$ cat config.mk
export PLATFORM = sky130hd
export DESIGN_NAME = keypad_debounce
export DESIGN_NICKNAME = d
export VERILOG_FILES = /design/src/rtl/keypad_pkg.sv /design/src/rtl/keypad_decode.sv /design/src/rtl/keypad_debounce.sv
export SDC_FILE = /design/constraint.sdc
export NUM_CORES = 1
export LEC_CHECK = 0
export CAP_MARGIN = 20
export CORE_MARGIN = 2
export CORE_UTILIZATION = 35
export CTS_CLUSTER_SIZE = 10
export DETAILED_ROUTE_END_ITERATION = 10
export DONT_BUFFER_PORTS = 1
export PLACE_DENSITY = 0.59
export SYNTH_ARGS = -nofsm -noshare
export SYNTH_HDL_FRONTEND = slang
export SYNTH_SLANG_ARGS = --single-unit
$ cat constraint.sdc
create_clock -name clk -period 3.98 [get_ports clk]
set_clock_uncertainty 0.2 [all_clocks]
set_input_delay 0.995 -clock clk [delete_from_list [all_inputs] [get_ports clk]]
set_output_delay 0.995 -clock clk [all_outputs]
set_load 0.02 [all_outputs]
$ cat src/rtl/keypad_pkg.sv
// Shared definitions for the keypad debouncer.
// Holds the FSM state type, the default debounce length, the 16-entry
// (row, col) -> hex decode table and a small one-hot-to-index helper.
package keypad_pkg;

  localparam int DEBOUNCE_CYCLES_DEFAULT = 20;

  typedef enum logic [1:0] {
    ST_IDLE             = 2'd0,
    ST_DEBOUNCE_PRESS   = 2'd1,
    ST_HELD             = 2'd2,
    ST_DEBOUNCE_RELEASE = 2'd3
  } kp_state_e;

  // Indexed by {row_index, col_index}.
  localparam logic [3:0] DECODE_TABLE [16] = '{
    4'h1, 4'h2, 4'h3, 4'hA,
    4'h4, 4'h5, 4'h6, 4'hB,
    4'h7, 4'h8, 4'h9, 4'hC,
    4'hE, 4'h0, 4'hF, 4'hD
  };

  // Position of the set bit of a one-hot nibble (caller checks one-hotness).
  function automatic logic [1:0] onehot_index(input logic [3:0] v);
    onehot_index = 2'd0;
    for (int i = 0; i < 4; i++) begin
      if (v[i]) onehot_index = 2'(i);
    end
  endfunction

endpackage

$ cat src/rtl/keypad_decode.sv
// Combinational scanner-code decoder.
// Ports:
//   code  in  8  {row_onehot[3:0], col_onehot[3:0]}
//   hex   out 4  decoded key value (0 when the code is not valid)
//   valid out 1  exactly one row bit and exactly one column bit are set
module keypad_decode
  import keypad_pkg::*;
(
  input  logic [7:0] code,
  output logic [3:0] hex,
  output logic       valid
);

  logic [1:0] row_idx;
  logic [1:0] col_idx;

  always_comb begin
    valid   = $onehot(code[7:4]) && $onehot(code[3:0]);
    row_idx = onehot_index(code[7:4]);
    col_idx = onehot_index(code[3:0]);
    hex     = valid ? DECODE_TABLE[{row_idx, col_idx}] : 4'h0;
  end

endmodule

$ cat src/rtl/keypad_debounce.sv
// Keypad press/release debouncer with a two-digit history.
// A valid code must stay unchanged for DEBOUNCE_CYCLES+1 sampled cycles
// (the capture cycle plus DEBOUNCE_CYCLES matching cycles) to be accepted;
// a release needs one zero cycle in HELD followed by DEBOUNCE_CYCLES zero
// cycles in DEBOUNCE_RELEASE.
// Handshake: there is none; key_pulse is a single-cycle strobe, valid in the
// cycle during which key_hex/digit_right/digit_left already show the new key.
// Ports:
//   clk         in   system clock, rising edge
//   reset       in   asynchronous active-low reset
//   key_val     in 8 scanner code, all-zero = no key
//   key_hex     out4 last accepted key
//   key_pulse   out1 one-cycle strobe per accepted press
//   key_held    out1 high in HELD and DEBOUNCE_RELEASE
//   digit_right out4 most recent accepted digit
//   digit_left  out4 previously accepted digit
//   fsm_state   out2 current FSM state (kp_state_e encoding), for debug
module keypad_debounce
  import keypad_pkg::*;
#(
  parameter int DEBOUNCE_CYCLES = DEBOUNCE_CYCLES_DEFAULT
) (
  input  logic       clk,
  input  logic       reset,
  input  logic [7:0] key_val,
  output logic [3:0] key_hex,
  output logic       key_pulse,
  output logic       key_held,
  output logic [3:0] digit_right,
  output logic [3:0] digit_left,
  output logic [1:0] fsm_state
);

  localparam int CW = $clog2(DEBOUNCE_CYCLES);
  localparam logic [CW-1:0] LAST = CW'(DEBOUNCE_CYCLES - 1);

  kp_state_e     state, state_next;
  logic [CW-1:0] cnt, cnt_next;
  logic [7:0]    cap, cap_next;
  logic          accept;
  logic [3:0]    dec_hex;
  logic          dec_valid;

  keypad_decode u_decode (
    .code  (key_val),
    .hex   (dec_hex),
    .valid (dec_valid)
  );

  always_ff @(posedge clk or negedge reset) begin
    if (!reset) begin
      state <= ST_IDLE;
      cnt   <= '0;
      cap   <= '0;
    end else begin
      state <= state_next;
      cnt   <= cnt_next;
      cap   <= cap_next;
    end
  end

  // The counter is cleared on every state change and saturates at LAST
  // by construction: reaching LAST always forces a state change.
  always_comb begin
    state_next = state;
    cnt_next   = cnt;
    cap_next   = cap;
    accept     = 1'b0;
    case (state)
      ST_IDLE: begin
        if (dec_valid) begin
          cap_next   = key_val;
          cnt_next   = '0;
          state_next = ST_DEBOUNCE_PRESS;
        end
      end
      ST_DEBOUNCE_PRESS: begin
        if (key_val != cap) begin
          cnt_next   = '0;
          state_next = ST_IDLE;
        end else if (cnt == LAST) begin
          cnt_next   = '0;
          accept     = 1'b1;
          state_next = ST_HELD;
        end else begin
          cnt_next = cnt + CW'(1);
        end
      end
      ST_HELD: begin
        if (key_val == 8'h00) begin
          cnt_next   = '0;
          state_next = ST_DEBOUNCE_RELEASE;
        end
      end
      ST_DEBOUNCE_RELEASE: begin
        if (key_val != 8'h00) begin
          cnt_next   = '0;
          state_next = ST_HELD;
        end else if (cnt == LAST) begin
          cnt_next   = '0;
          state_next = ST_IDLE;
        end else begin
          cnt_next = cnt + CW'(1);
        end
      end
      default: begin
        cnt_next   = '0;
        state_next = ST_IDLE;
      end
    endcase
  end

  // On acceptance key_val equals the captured code, so the live decode
  // is the captured key's value.
  always_ff @(posedge clk or negedge reset) begin
    if (!reset) begin
      key_pulse   <= 1'b0;
      key_hex     <= 4'h0;
      digit_right <= 4'h0;
      digit_left  <= 4'h0;
    end else begin
      key_pulse <= accept;
      if (accept) begin
        key_hex     <= dec_hex;
        digit_left  <= digit_right;
        digit_right <= dec_hex;
      end
    end
  end

  assign key_held  = (state == ST_HELD) || (state == ST_DEBOUNCE_RELEASE);
  assign fsm_state = state;

endmodule
==> results.md, run 1 <==
Clock network:
- Clock tree synthesis inserted a total of 3 buffers.
- The number of setup buffers added after CTS is 0.
- The clock reaches the later pin of the worst-skew pair after 270 ps.
- The maximum buffer depth of the clock tree is 2.
- The root buffer cell chosen for the clock tree is sky130_fd_sc_hd__clkbuf_8.
- CTS built an H-tree with a depth of 1.
- The CTS tree is built.
- The number of gates resized after CTS was 0.
- Clock tree synthesis found a total of 24 sinks.
- The quantity of hold-fixing buffers added after cts is 0.
- The CTS clock-pin slew for the worst setup and hold paths is 90 ps.

Route:
- The first detailed-routing pass ran for 4 iterations.
- The count of unresolved DRC violations after routing is 0.
- The total vias in the final route is 1132.
- The sum of routed wire segments on met1 is 1.40 mm.
- The highest metal layer carrying signal wires in the routed design is met4.
- The number of nets with antenna violations after routing is 0.
- Wire segments on met2 add up to 1.59 mm in the final route.
- The via count normalized by instance count is 5.39.
- Detailed routing placed a total of 113 um of wire on met3.
- The total routed wirelength is 3.17 mm.
- After detailed routing, the average wire length per cell comes to 15.1 um.
- The number of DRC markers after the initial detailed-route iteration is 59.

Layout:
- The area used by sequential logic in the layout is 601 um^2.
- The share of final-layout standard cells stronger than drive strength 1 is 17.3%.
- The top cell types in the final layout, fill and taps aside, are sky130_fd_sc_hd__dfrtp_1, sky130_fd_sc_hd__nand2_1, sky130_fd_sc_hd__ha_1.
- The total number of nets in the final design is 186.
- The core occupancy in the finished layout is 36.6%.
- Summing all multi-input logic gate instances after layout gives 940 um^2.
- The area of all placed cells without fillers is 0.00171 mm^2.
- Relative to the synthesized area, the layout overhead comes to 1.87%.
- After filler insertion, the fill cell instance count of the layout stands at 460.
- The most common cell after layout, fill and taps aside is sky130_fd_sc_hd__dfrtp_1.
- The repair_antennas step left the layout with diodes totalling 0.

Setup path:
- STA classifies the critical path endpoint as a flip-flop.
- Of all nets on the critical path, the largest fanout is 16.
- Data on the critical path is required at its endpoint by 3930 ps.
- The data arrival time at the worst-slack endpoint is 3420 ps.
- The setup check on the worst reg-to-reg path leaves a slack of 1650 ps.
- The kind of critical path is input port to flip-flop.
- The worst setup path is launched from an input port.

STA:
- Based on the critical path, the design can be clocked at up to 288 MHz.
- The final-report setup violation count is 0.
- The count of final max-slew check failures is 0.
- For the pin with the worst max-slew slack, the measured transition is 663 ps.
- Headroom to the max-slew limit came out at 55.8%.
- The number of hold violations in the final report came to 0.
- Setup repair after global routing left no endpoint under its margin.
- The final cycle utilization of the critical path is 87.2%.
- For the final routed database, the setup TNS stands at 0 ps.
- The shortest clock period the worst path allows after layout is 3470 ps.
- After layout, the worst setup slack is 511 ps.

Place:
- The count of buffers inserted at the top-level ports is 0.
- The area after detailed placement is 0.00165 mm^2.
- Prior to clock tree synthesis, the placed netlist has a worst setup slack of 218 ps.
- The HPWL after detailed placement is 2.48 mm.
- Routability-driven placement finished with a final weighted congestion of 0.825.

Pwr:
- Power spread over the standard cell area amounts to 404 mW/mm^2.
- For this design the static power due to leakage is 0.839 nW.
- IR analysis of the VDD net gives a maximum drop of 137 uV.

Logic synthesis:
- In this run the mean area of a mapped cell was 10.3 um^2.
- The area of the mapped netlist is 0.00168 mm^2.
- The sequential area share after synthesis is 35.8%.
- Ranked by total cell area, the synthesized netlist is headed by sky130_fd_sc_hd__dfrtp_1, sky130_fd_sc_hd__ha_1, sky130_fd_sc_hd__o21ai_2, sky130_fd_sc_hd__xor2_1, sky130_fd_sc_hd__nand2_1.
- The commonest register cell after synthesis is sky130_fd_sc_hd__dfrtp_1.
- The top cell type by total area after synthesis is sky130_fd_sc_hd__dfrtp_1.
- After synthesis, the largest area contributor takes up 35.8% of total cell area.
- The count of warnings emitted by yosys is 0.
- The count of different cell masters after synthesis is 46.
- When the netlist entered floorplanning its net count stood at 192.
- Synthesis inferred 24 register bits.
- The number of enable-type register cells in the synthesized netlist is 0.
- The share of async-settable or async-resettable flops after synthesis is 100%.
- The count of mapped cells out of synthesis is 163.

Die:
- The die area is 0.00536 mm^2.
- The die height is 73.2 um.
- In this run the count of I/O pins placed on the die edge is 26.
- In this run the core area contains 25 standard-cell rows.
- The floorplan step set the die width to 73.2 um.
- The effective utilization at floorplan is 36.0%.
- The area inside the core boundary is 0.00466 mm^2.

Global route:
- The initial antenna violation count is 0.
- In the global route stage, overall resource usage came out at 13.0%.
- For this run the aggregate overflow at the end of global routing stands at 0.
- The first global-routing pass estimated 5.32 mm of wire.
- Entering global routing, the biggest net connects 25 pins.
- The via count of the first global-routing pass is 1137.

Hold path:
- The path category of the worst min-delay check is input port to asynchronous set/reset pin.

Run status:
- The flow ran to the end, and the final reports show no timing, DRC or antenna violations.

Run:
- The max-capacitance violation count is 0.
[worst max-delay path, cell delays in order]
cell and delay [ps]:
sky130_fd_sc_hd__inv_1 110, sky130_fd_sc_hd__ha_1 250, sky130_fd_sc_hd__ha_1 190, sky130_fd_sc_hd__fa_1 450, sky130_fd_sc_hd__nor4b_2 300, sky130_fd_sc_hd__nand3b_2 210
sky130_fd_sc_hd__or3_1 640, sky130_fd_sc_hd__nand2_1 200, sky130_fd_sc_hd__o21ai_2 70
[path summary, 6_finish.rpt]
| kind | from | to | cells after the start |
|---|---|---|---|
| setup / recovery | key_val[3] | cap[1] | 9 |
| hold / removal | reset | key_pulse | 0 |
| setup reg to reg | fsm_state[1] | digit_right[0] | 5 |
| hold reg to reg | cap[0] | cap[0] | 2 |
| max in group asynchronous | reset | digit_left[2] | 0 |
| min in group clk | cap[0] | cap[0] | 2 |
[where the power goes]
| part | switching (W) | total, W | internal [W] |
|---|---|---|---|
| registers | 0.0000487 | 0.000336 | 0.000288 |
| logic | 0.000108 | 0.000186 | 0.0000777 |
| clock network | 0.0000800 | 0.000169 | 0.0000885 |
[metal layers]
metal  vias up  track usage (%)
li1        549                -
met1       562             15.8
met2        16             21.6
met3         5             3.18
met4         0             5.56
met5         -                0
[logic make-up after synthesis]
kind of cell	share of synthesized area, %
and+or+nand+nor	17.4
DFF	35.8
adders and majority gates	15.1
muxes	4.48
buffers and inverters	8.13
xor gates and xnor gates	4.70
AOI/OAI and AO/OA	14.4
[synth_stat cells, drive strengths merged, types with 4 or more instances]
| master | instances |
|---|---|
| mux2 | 4 |
| inv | 12 |
| buf | 9 |
| nand2 | 18 |
| and3 | 4 |
| o21ai | 15 |
| dfrtp | 24 |
| nor2 | 6 |
| ha | 17 |
| nand3 | 6 |
| xor2 | 9 |
| o211ai | 6 |
[flip-flops by register name (all words and copies together), names as in the netlist]
name	cells
cap	8
cnt	5
digit_left	4
digit_right	4
fsm_state	2
key_pulse	1
[stage by stage]
step / total power (W) / instances / hold slack (ps)
5_1_grt: 0.000738 / 210 / 187
6_report: 0.000690 / 210 / 204
3_3_place_gp: 0.000519 / 206 / 282
2_1_floorplan: 0.000492 / 163 / 266
4_1_cts: 0.000700 / 210 / 197
3_5_place_dp: 0.000529 / 206 / 293
[cell type report]
cell class                      count  share of cell area [%]
Sequential cell                    24                    35.2
Clock buffer                        4                    3.22
Multi-Input combinational cell    116                    55.0
Tap cell                           54                    3.96
Inverter                           12                    2.64
Power figures use the tool's default switching activity.
==> inputs of run 2 (changes only) <==
--- a/config.mk
+++ b/config.mk
@@ -5,13 +5,12 @@
 export SDC_FILE = /design/constraint.sdc
 export NUM_CORES = 1
 export LEC_CHECK = 0
-export CAP_MARGIN = 20
 export CORE_MARGIN = 2
-export CORE_UTILIZATION = 35
+export CORE_UTILIZATION = 60
 export CTS_CLUSTER_SIZE = 10
 export DETAILED_ROUTE_END_ITERATION = 10
 export DONT_BUFFER_PORTS = 1
-export PLACE_DENSITY = 0.59
+export PLACE_DENSITY = 0.86
 export SYNTH_ARGS = -nofsm -noshare
 export SYNTH_HDL_FRONTEND = slang
 export SYNTH_SLANG_ARGS = --single-unit
==> run 2 against run 1 <==
Effect of this change: utilization up 25 points; worst hold slack got worse by 69 ps; critical path type unchanged; register-to-register slack gained 100 ps.
==> results.md, run 2 (same netlist as run 1, synthesis figures left out) <==
Die:
- The die span in x is 56.9 um.
- In this run the vertical extent of the chip is 56.9 um.
- The I/O pin count is 26.
- The region available for standard cell placement spans 0.00271 mm^2.
- The number of core rows is 19.
- The initial utilization of the core area, before any placement, comes to 61.9%.
- The die covers 0.00323 mm^2.

STA:
- For the final routed database, the setup TNS stands at 0 ps.
- The number of hold violations in the final report is 0.
- The final cycle utilization of the critical path is 85.9%.
- Setup repair after global routing left no endpoint under its margin.
- The count of final max-slew check failures came to 0.
- The shortest clock period the worst path allows after layout is 3420 ps.
- After layout, the worst setup slack is 560 ps.
- The headroom to the max-slew limit is 55.9%.
- Derived from the worst setup path, the maximum achievable clock frequency is 292 MHz.
- At the pin with the least slew margin, the transition time is 661 ps.
- The final-report setup violation count is 0.

Route:
- The number of DRC markers after the initial detailed-route iteration is 38.
- In the routed design, unresolved DRC markers number 0.
- The total routed wirelength is 3.01 mm.
- The total iterations of the first detailed-routing run is 4.
- Once detail routing completed, the nets flagged for antenna violations numbered 0.
- In the final routed layout, each cell accounts on average for 16.1 um.
- Across all layers, the routed design uses 1152 vias.
- In the routed layout, each cell is associated on average with a via count of 6.16.

Place:
- Detailed placement finished with a half-perimeter wire length of 2.39 mm.
- At the end of routability-driven placement, the weighted congestion stood at 0.858.
- In this run, placement finished with an instance count of 183.
- During placement, the flow inserted port buffers numbering 0.
- The worst slack at placement is 226 ps.

Setup path:
- The reg-to-reg critical path startpoint is fsm_state[1].
- For the worst flop-to-flop path, the logic depth is 5.
- The kind of critical path is input port to flip-flop.
- The worst setup path is launched from an input port.
- Tracing the worst setup path back leads to its startpoint at key_val[1].
- Walking the worst path, the cells encountered are inv_1, ha_1, ha_1, fa_1, nor4b_2, nand3b_2, or3_1, nand2_1, o21ai_2.
- The worst endpoint required time is 3980 ps.
- In this run the worst path has a maximum fanout of 16.
- The family with the most delay on the worst path is simple AND/OR/NAND/NOR gates.
- The largest individual stage delay along the critical path comes from the cell sky130_fd_sc_hd__or3_1.
- The data arrival time at the worst-slack endpoint is 3420 ps.
- The end of the worst register-to-register path is digit_right[3].
- The sum of buffers and inverters on the critical path is 1.
- The maximum cell stage delay along the critical path is 630 ps.
- The internal reg-to-reg setup slack is 1750 ps.
- Counting stages on the worst path, the most repeated cell is sky130_fd_sc_hd__ha_1.
- The worst setup path is captured at a flip-flop.

Layout:
- The register with the most flip-flops in the layout has 8 of them.
- The most flop-heavy register is cap.
- The number of antenna diodes in the final layout is 0.
- The share of final-layout standard cells stronger than drive strength 1 is 17.3%.
- In the layout the commonest cells are sky130_fd_sc_hd__dfrtp_1, sky130_fd_sc_hd__nand2_1, sky130_fd_sc_hd__ha_1.
- The largest registers in the layout are cap (8), cnt (5).
- The core occupancy in the finished layout is 61.9%.
- The total number of nets in the final design is 186.
- Counting the fill cells in the layout gives 227.
- The count of placed standard cells in the final layout, fillers left out is 187.
- The most common cell after layout, fill and taps aside is sky130_fd_sc_hd__dfrtp_1.
- The area growth from synthesis to layout is 0.000119%.

Global route:
- The first global-routing pass estimated 5.25 mm of wire.
- The via count of the first global-routing pass is 1172.
- The total overflow left after global routing is 0.
- The overall global routing resource usage is 20.8%.
- The initial antenna violation count is 0.
- The largest net degree at the start of global routing is 25.

Pwr:
- The leakage power figure is 0.839 nW.
- The power density of the placed cells is 421 mW/mm^2.
- The worst ir drop on vdd is 333 uV.

Clock network:
- The maximum buffer depth of the clock tree is 2.
- CTS built an H-tree with a depth of 1.
- The number of setup buffers added after CTS is 0.
- After clock tree synthesis, the clock-pin slew on the worst setup and hold paths is 140 ps.
- The later pin in the worst-skew pair is clocked with a latency of 330 ps.
- The CTS tree is built.
- The number of hold buffers added after CTS was 0.
- Gates resized during post-CTS repair numbered 0.
- The clock root buffer is sky130_fd_sc_hd__clkbuf_4.
- The number of buffers created by CTS is 3.
- CTS saw 24 sinks.

Hold path:
- The path category of the worst min-delay check is input port to asynchronous set/reset pin.

Run:
- The max-capacitance violation count is 0.

Run status:
- The run finished with clean final reports.
-- run 2: routing by layer --
metal  GRT usage (%)  part of all wire (%)  up-vias
li1                -                     -      550
met1            26.5                    43      568
met2            35.9                    52       30
met3            3.00                   3.6        4
met4            7.31                   1.3        0
met5               0                     0        -
-- run 2: worst max-delay path by stage --
stage	to	slack [ps]	depth (start not counted)
CTS	cap[4]	560	9
global placement	cap[2]	330	9
global route	cap[0]	440	9
finish	cap[4]	560	9
detailed placement	cap[4]	230	9
floorplan	cap[6]	550	11
-- run 2: metrics by stage --
| step | area, um^2 | hold slack (ps) | total power (W) |
|---|---|---|---|
| final | 1680 | 136 | 0.000705 |
| after global routing | 1680 | 116 | 0.000744 |
| after CTS | 1680 | 138 | 0.000704 |
| after detailed placement | 1620 | 294 | 0.000530 |
| after global placement | 1620 | 284 | 0.000513 |
| after floorplan | 1680 | 266 | 0.000492 |
-- run 2: where the power goes --
part	switching [W]	total (W)	internal (W)
logic	0.000112	0.000190	0.0000785
clock network	0.0000765	0.000178	0.000102
registers	0.0000490	0.000337	0.000288
total	0.000237	0.000705	0.000468
-- run 2: final cells by class --
cell class	instances	area, um^2	area share, %
clock inverter	1	30.0	1.79
sequential	24	601	35.8
inverter	12	45.0	2.69
multi-input combinational	116	940	56.0
tap	31	38.8	2.31
clock buffer	3	22.5	1.34
-- run 2: worst reg2reg max path, cell delays in order, from the launching register on --
cell                       delay [ps]
sky130_fd_sc_hd__dfrtp_1          640
sky130_fd_sc_hd__nand2b_4         260
sky130_fd_sc_hd__nor4_2           280
sky130_fd_sc_hd__nand4_2          340
sky130_fd_sc_hd__a211oi_1         350
sky130_fd_sc_hd__a21o_1           110
==> inputs of run 3 (changes only) <==
--- a/config.mk
+++ b/config.mk
@@ -6,11 +6,11 @@
 export NUM_CORES = 1
 export LEC_CHECK = 0
 export CORE_MARGIN = 2
-export CORE_UTILIZATION = 60
+export CORE_UTILIZATION = 55
 export CTS_CLUSTER_SIZE = 10
 export DETAILED_ROUTE_END_ITERATION = 10
 export DONT_BUFFER_PORTS = 1
-export PLACE_DENSITY = 0.86
+export PLACE_DENSITY = 0.8
 export SYNTH_ARGS = -nofsm -noshare
 export SYNTH_HDL_FRONTEND = slang
 export SYNTH_SLANG_ARGS = --single-unit
==> run 3 against run 2 <==
Effect of this change: flip-flop and latch count stayed put; cell area is 0.82% lower; cell count is 1.1% higher; count of clock-buffer cells in the layout is 1 higher; power is 7.0% lower; critical path depth stayed put; via count is 3.2% lower; sequential share of layout area is 0.30 points higher; first-iteration DRC count is 2.6% lower; non-clock buffer count stayed put; global-route usage is 1.1 points lower; setup slack better by 23 ps; critical endpoint is now cap[2].
==> results.md, run 3 (same netlist as run 1, synthesis figures left out) <==
Global route:
- The total congestion overflow is 0.
- The first global-routing pass estimated 5.29 mm of wire.
- The overall global routing resource usage is 19.7%.
- The via count of the first global-routing pass is 1172.
- The largest net degree at the start of global routing is 25.
- The initial antenna violation count was 0.

Clock network:
- The clock passes through at most 2 buffers.
- Once the clock tree was built, the resizer swapped 0 gates to a different size.
- TritonCTS built the clock tree.
- Buffers inserted during clock tree synthesis total 3.
- The number of levels in the clock H-tree is 1.
- The clock root buffer is sky130_fd_sc_hd__clkbuf_4.
- After clock tree synthesis, the setup repair step added 0 buffers.
- After clock tree synthesis, the clock-pin slew on the worst setup and hold paths is 140 ps.
- The number of clock sinks is 24.
- The quantity of hold-fixing buffers added after cts is 0.
- The clock insertion delay at the later pin of the skew report is 330 ps.

Layout:
- The most flop-heavy register is cap.
- The net count of the finished layout is 186.
- Compared with the post-synthesis result, the final layout area differs by -0.821%.
- The share of final-layout standard cells stronger than drive strength 1 is 17.3%.
- The library cells used most frequently in the layout, excluding fill and tap cells, are sky130_fd_sc_hd__dfrtp_1, sky130_fd_sc_hd__nand2_1, sky130_fd_sc_hd__ha_1.
- Fill cells in the final layout number 240.
- The core occupancy in the finished layout is 55.8%.
- The antenna diode count is 0.
- Leaving out fill and tap cells, the most frequent cell in the layout is sky130_fd_sc_hd__dfrtp_1.
- In the final layout, the registers with the most flip-flops are cap (8), cnt (5).
- The register with the most flip-flops in the layout has 8 of them.

Setup path:
- In this run the critical register-to-register path is captured at digit_right[0].
- The reg-to-reg critical path startpoint is fsm_state[1].
- The worst endpoint required time is 3990 ps.
- The worst setup path is launched from an input port.
- The kind of critical path is input port to flip-flop.
- The internal reg-to-reg setup slack is 1720 ps.
- The number of cells on the worst reg-to-reg path is 5.
- Of all nets on the critical path, the largest fanout is 16.
- The data arrival time at the worst-slack endpoint is 3410 ps.
- The worst setup path is captured at a flip-flop.

Die:
- The number of core rows is 20.
- The initial utilization of the core area, before any placement, comes to 56.3%.
- In this run the vertical extent of the chip is 59.2 um.
- The die area is 0.00351 mm^2.
- The I/O pin count is 26.
- The floorplan step defined a core boundary enclosing 0.00298 mm^2.
- The die span in x is 59.2 um.

Route:
- The number of nets with antenna violations after routing is 0.
- For this run, design rule violations remaining after detail routing come to 0.
- The average routed wire per standard cell is 15.9 um.
- Wire segments on met2 add up to 1.52 mm in the final route.
- Wires add up to 3.01 mm.
- In this run the top signal layer used is met4.
- After detailed routing, the number of vias per cell comes to 5.90.
- The total vias in the final route is 1115.
- The detailed router finished its first iteration with 37 violations.
- The pre-antenna-repair detailed-routing pass consisted of 4 iterations.
- In the detailed route, the total length drawn on met3 is 97 um.
- After detailed routing, the wire length on met1 is 1.32 mm.

Pwr:
- Net switching is 35.7% of the power.
- The worst ir drop on vdd is 154 uV.
- In this run, the clock network consumes 20.0% of the power.
- The analysis attributes to net switching a power of 0.000234 W.
- The share of total power in combinational logic is 28.4%.
- The internal portion of total power is 0.000422 W.
- Registers are responsible for 51.5% of the overall power.
- The total design power is 0.000656 W.
- The power density of the placed cells is 394 mW/mm^2.
- The leakage power figure is 0.832 nW.

STA:
- The highest clock frequency the design can meet is 294 MHz.
- Setup total negative slack on the finished layout was measured at 0 ps.
- The shortest clock period the worst path allows after layout is 3400 ps.
- The final cycle utilization of the critical path is 85.4%.
- The headroom to the max-slew limit is 56.4%.
- Hold is met by 137 ps.
- The number of hold violations in the final report is 0.
- Setup repair after global routing left no endpoint under its margin.
- Setup violations remaining at the end of the flow were counted as 0.
- The count of final max-slew check failures is 0.
- For the pin with the worst max-slew slack, the measured transition is 654 ps.
- Across all setup checks in the final design, the least slack found is 583 ps.

Place:
- The HPWL after detailed placement is 2.37 mm.
- The congestion estimate from routability-driven global placement came to 0.885.
- The worst slack at placement is 226 ps.
- The count of buffers inserted at the top-level ports is 0.

Hold path:
- The path class of the tightest hold or removal check is input port to asynchronous set/reset pin.

Run status:
- The flow ran to the end, and the final reports show no timing, DRC or antenna violations.

Run:
- The max-capacitance violation count is 0.
==> run 3: cell count changes in the layout (fill, tap and decap cells not counted), sizes merged <==
cell	previous run	this run
clkbuf	3	4
bufinv	1	0
==> run 3: stage by stage <==
| step | instances | cell area [um^2] |
|---|---|---|
| 2_1_floorplan | 163 | 1680 |
| 3_3_place_gp | 185 | 1630 |
| 3_5_place_dp | 185 | 1630 |
| 4_1_cts | 189 | 1660 |
| 5_1_grt | 189 | 1660 |
| 6_report | 189 | 1660 |
==> run 3: power groups by stage <==
stage | clock, W | sequential, W | combinational [W]
after floorplan | 0 | 0.000325 | 0.000167
after global placement | 0 | 0.000340 | 0.000174
after detailed placement | 0 | 0.000342 | 0.000185
after CTS | 0.000130 | 0.000338 | 0.000186
after global routing | 0.000137 | 0.000346 | 0.000209
final | 0.000131 | 0.000338 | 0.000186
==> run 3: worst max-delay path: stages <==
cell and delay, ps:
sky130_fd_sc_hd__inv_1 90, sky130_fd_sc_hd__ha_1 250, sky130_fd_sc_hd__ha_1 210, sky130_fd_sc_hd__fa_1 460, sky130_fd_sc_hd__nor4b_2 290, sky130_fd_sc_hd__nand3b_2 200, sky130_fd_sc_hd__or3_1 640, sky130_fd_sc_hd__nand2_1 200
sky130_fd_sc_hd__o21ai_2 70
==> run 3: area by class of cell <==
class,count,area [um^2],area share [%]
flip-flops and latches,24,601,36.1
well taps,33,41.3,2.48
clock buffers,4,36.3,2.18
inverters,12,45.0,2.71
multi-input cells,116,940,56.5
==> run 3: worst max path at each step <==
stage	start	end	cells past startpoint
6_report	key_val[1]	cap[2]	9
5_1_grt	key_val[3]	cap[2]	9
3_3_place_gp	key_val[2]	cap[6]	9
4_1_cts	key_val[2]	cap[2]	9
3_5_place_dp	key_val[2]	cap[2]	9
2_1_floorplan	key_val[0]	cap[6]	11
==> run 3: per-layer routing <==
metal  track usage, %  vias to the layer above
li1                 -                      546
met1             24.8                      538
met2             33.0                       23
met3             3.49                        8
met4             8.44                        0
met5                0                        -
==> RTL change 1, RTL diff (settings of run 2) <==
`DEBOUNCE_CYCLES_DEFAULT`: 20 -> 10.
--- a/src/rtl/keypad_pkg.sv
+++ b/src/rtl/keypad_pkg.sv
@@ -3,7 +3,7 @@
 // (row, col) -> hex decode table and a small one-hot-to-index helper.
 package keypad_pkg;
 
-  localparam int DEBOUNCE_CYCLES_DEFAULT = 20;
+  localparam int DEBOUNCE_CYCLES_DEFAULT = 10;
 
   typedef enum logic [1:0] {
     ST_IDLE             = 2'd0,
Behaviour: same outputs for any inputs over 10 cycles, from zero or initial values and one cycle with reset low; that may be too few to reach the edited logic, so the function may still have changed.
==> RTL change 1 against run 2 <==
Fmax decreased by 3.1%. Count of clock-buffer cells in the layout is the same. Worst setup slack worse by 0.11 ns. Combinational power shrank 13%. Final area down 6.9%. Hold slack gained 0.0077 ns. Area after synthesis decreased by 7.3%. Power fell by 17%. Sequential cell count down 1. Via count down 12%. Routed wire length shrank 7.5%. Critical path type unchanged. Largest cell class unchanged. Largest power group unchanged.
==> RTL change 1: results (changes against run 2) <==
Run status
  – Status: complete, no violations

Global routing
  – Number of global-route vias before repair: 1,012 (-14%)
  – First-pass GRT wire length: 4485 um (-15%)
  – GRT Util Overall: 0.2183 (+0.01036)
  – Largest net degree at the start of global routing: 24 (-4.0%)

Logic synthesis
  – Seq/Total Area, Yosys: 0.3704 (+0.01216)
  – Avg Cell Area, Syn: 10.72 um^2 (+4.2%)
  – Most common library cells after synthesis: dfrtp_1, ha_1, inv_1
  – Syn Nets: 176 (-8.3%)
  – Main synth FF type: dfrtp_1
  – Synth unique cells: 36 (-22%)
  – Most area-consuming cells after synthesis: dfrtp_1, ha_1, mux2_2, xnor2_1, inv_1

Setup path
  – Crit path max-delay cell type: or4_1
  – CP peak stage delay: 0.60 ns (-0.03 ns)
  – R2R Path Start: cnt[1]$_DFFE_PN0P_
  – CP max FO: 9 (-7)
  – Reg2reg end: digit_right[0]$_DFFE_PN0P_
  – Critical path data arrival time: 3.54 ns (+0.12 ns)

Placed design
  – Worst slack, placed: 0.09255 ns (-0.1337 ns)
  – Post-DP HPWL: 2235 um (-6.6%)
  – RePlAce Congestion: 0.8477 (-1.2%)
  – Placed Cells: 166 (-9.3%)

Detailed routing
  – Total wire length: 2781 um (-7.5%)
  – Initial drt markers: 20 (-47%)

Layout
  – # fillers: 205 (-9.7%)
  – Fin cells: 170 (-9.1%)
  – Share of layout cells above drive strength 1: 0.1357 (-0.03736)

Pwr
  – LEAKAGE: 0.0007532 uW (-10%)
  – VDD IR max: 318.0 uV (-4.4%)

Timing
  – Slew @ Worst Pin: 0.5909 ns (-0.07060 ns)
RTL change 1: cell types whose count changed in the layout (fill, tap and decap cells not counted), moves of 6 or more:
| cell | delta |
|---|---|
| mux2_2 | +9 |
| o21ai_2 | -9 |
| xnor2_1 | +7 |
| xor2_1 | -7 |
| nand2_1 | -6 |
| o211ai_1 | -6 |
RTL change 1: worst max-delay path by stage:
stage                    endpoint  startpoint  depth (start not counted)  slack, ns
6_report       cap[2]$_DFFE_PN0P_  key_val[6]                          8       0.45
5_1_grt        cap[2]$_DFFE_PN0P_  key_val[6]                          8       0.38
4_1_cts        cap[2]$_DFFE_PN0P_  key_val[6]                          8       0.44
3_5_place_dp   cap[2]$_DFFE_PN0P_  key_val[6]                          8       0.09
3_3_place_gp   cap[5]$_DFFE_PN0P_  key_val[6]                          8       0.23
2_1_floorplan  cap[0]$_DFFE_PN0P_  key_val[6]                          9       0.32
RTL change 1: routing by layer:
metal	part of all wire	up-vias	global-route usage
li1	-	486	-
met1	0.42	487	0.2569
met2	0.50	36	0.3710
met3	0.060	5	0.05914
met4	0.018	0	0.09756
met5	0	-	0
RTL change 1: area by class of cell:
cell class	instances	area [um^2]	area share
well taps	30	37.54	0.02404
clock inverters	1	5.005	0.003205
inverters	14	52.55	0.03365
clock buffers	3	22.52	0.01442
multi-input cells	99	868.3	0.5561
flip-flops and latches	23	575.6	0.3686
RTL change 1: cells by family (layout without fill, tap and decap cells):
group / count (synthesis) / after routing / share of synthesized area
and+or+nand+nor: 35 / 35 / 0.1232
DFF: 23 / 23 / 0.3704
buffers and inverters: 23 / 18 / 0.07085
adders and majority gates: 21 / 21 / 0.1787
muxes: 18 / 18 / 0.1361
AOI/OAI and AO/OA: 16 / 16 / 0.07005
xor gates and xnor gates: 9 / 9 / 0.05073
RTL change 1: per-stage QoR:
stage	instance area [um^2]	utilization	hold WS, ns
global route	1562	0.6361	0.1166
detailed placement	1534	0.6249	0.3177
global placement	1534	0.6249	0.3100
floorplan	1554	-	0.2905
finish	1562	0.6361	0.1434
CTS	1562	0.6361	0.1364
RTL change 1: where the power goes:
part           internal, uW  switching (uW)  total (uW)
Combinational          89.1            76.1         165
Sequential              276            32.6         308
Clock                  37.7            72.4         110
==> RTL change 2, RTL diff (flow settings as in run 2) <==
Without the edit above. Register the output `fsm_state` once more; this adds one clock of latency there. The other outputs are not delayed to match.
--- a/src/rtl/keypad_debounce.sv
+++ b/src/rtl/keypad_debounce.sv
@@ -129,6 +129,8 @@
   end
 
   assign key_held  = (state == ST_HELD) || (state == ST_DEBOUNCE_RELEASE);
-  assign fsm_state = state;
+  always_ff @(posedge clk) begin
+    fsm_state <= state;
+  end
 
 endmodule
Check against the original RTL: not equivalent (Yosys sat finds a counterexample within 4 cycles, from zero or initial values and one cycle with reset low).
==> RTL change 2 against run 2 <==
Count of clock-buffer cells in the layout stayed put. Power up 4.4%. Sequential cell count up 2. Routed wire length shrank 8.2%. Final area grew 2.6%. Worst setup slack got worse by 0.042 ns. Area after synthesis down 0.30%. Critical endpoint is now cap[5]$_DFFE_PN0P_.
==> RTL change 2: results (changes against run 2) <==
Run status
  – Status: complete, no violations

Layout
  – Sequential cell area share: 0.3724 (+0.01415)
  – ClkCell Share: 0.03055 (-0.0007978)
  – Non-clock inverter count: 15 (+3)
  – # fillers: 214 (-5.7%)
  – Share of layout cells above drive strength 1: 0.1600 (-0.01308)

Logic synthesis
  – Most common library cells after synthesis: dfrtp_1, ha_1, inv_1
  – Seq/Total Area, Yosys: 0.3832 (+0.02502)
  – Xor-xnor portion of the synthesized cell area: 0.04192 (-0.005099)
  – Async SR Flop Fraction: 0.9231 (-0.07692)
  – Multiplexer area fraction after synthesis: 0.1123 (+0.06750)
  – Synth Area in Adders: 0.1512 (+0.0004513)
  – Post-synthesis register bit count: 26 (+8.3%)

Detailed routing
  – Routed vias/inst: 5.923 (-3.9%)
  – Wirelength per Cell: 15.24 um (-5.2%)

Timing
  – Max_slew headroom: 0.6473 (+0.08831)

Setup path
  – Crit path max-delay cell type: or4b_4
  – R2R cell count: 4 (-1)
  – Reg2reg end: digit_left[0]$_DFFE_PN0P_
  – CP peak stage delay: 0.53 ns (-0.10 ns)
  – R2R Setup Slk: 1.52 ns (-0.23 ns)
  – Critical path data arrival time: 3.48 ns (+0.06 ns)

Placed design
  – RePlAce Congestion: 0.7396 (-14%)
  – Worst slack, placed: 0.1609 ns (-0.06541 ns)

Pwr
  – VDD IR max: 387.3 uV (+16%)
  – P per Cell Area: 428.1 nW/um^2 (+1.8%)
  – LEAKAGE: 0.0007966 uW (-5.0%)

Global routing
  – GRT Util Overall: 0.1881 (-0.01983)
  – First-pass GRT wire length: 4795 um (-8.7%)
  – Number of global-route vias before repair: 1,103 (-5.9%)
-- RTL change 2: cell types whose count changed after synthesis, sizes merged, moves of 4 or more --
cell and delta:
and2 +5, and3 -4, buf -4, mux2 +8, nand2 -8, nor3b +4, o211ai -6
-- RTL change 2: how the worst max path moves through the flow --
| stage | startpoint | end | slack (ns) | cells after the start |
|---|---|---|---|---|
| CTS | key_val[0] | cap[5]$_DFFE_PN0P_ | 0.52 | 9 |
| global route | key_val[2] | cap[5]$_DFFE_PN0P_ | 0.44 | 9 |
| floorplan | key_val[0] | cap[0]$_DFFE_PN0P_ | 0.31 | 9 |
| finish | key_val[0] | cap[5]$_DFFE_PN0P_ | 0.52 | 9 |
| global placement | key_val[0] | cap[6]$_DFFE_PN0P_ | 0.23 | 9 |
| detailed placement | key_val[0] | cap[5]$_DFFE_PN0P_ | 0.16 | 9 |
-- RTL change 2: kinds of logic (layout without fill, tap and decap cells) --
family | Yosys count | count (layout)
and+or+nand+nor | 37 | 37
AOI/OAI and AO/OA | 28 | 28
DFF | 26 | 26
buffers and inverters | 22 | 19
adders and majority gates | 19 | 19
muxes | 13 | 13
xor gates and xnor gates | 8 | 8
-- RTL change 2: metal layers --
layer	wire length, um	share of wire	global-route usage	vias to the layer above
li1	-	-	-	520
met1	1204	0.44	0.2341	513
met2	1362	0.49	0.3206	35
met3	149	0.054	0.04378	4
met4	42	0.015	0.06312	0
met5	0	0	0	-
-- RTL change 2: worst max-delay path, delay by kind of cell --
family / cells / cell delay [ns]
buffers and inverters: 1 / 0.02
adders and majority gates: 3 / 0.92
and+or+nand+nor: 4 / 1.20
muxes: 1 / 0.33
-- RTL change 2: power by group --
group          leakage [uW]  internal, uW  total, uW  switching, uW
Sequential         0.000336           312        366           53.9
Combinational      0.000433           113        194           80.9
Clock             0.0000279           102        177           74.9
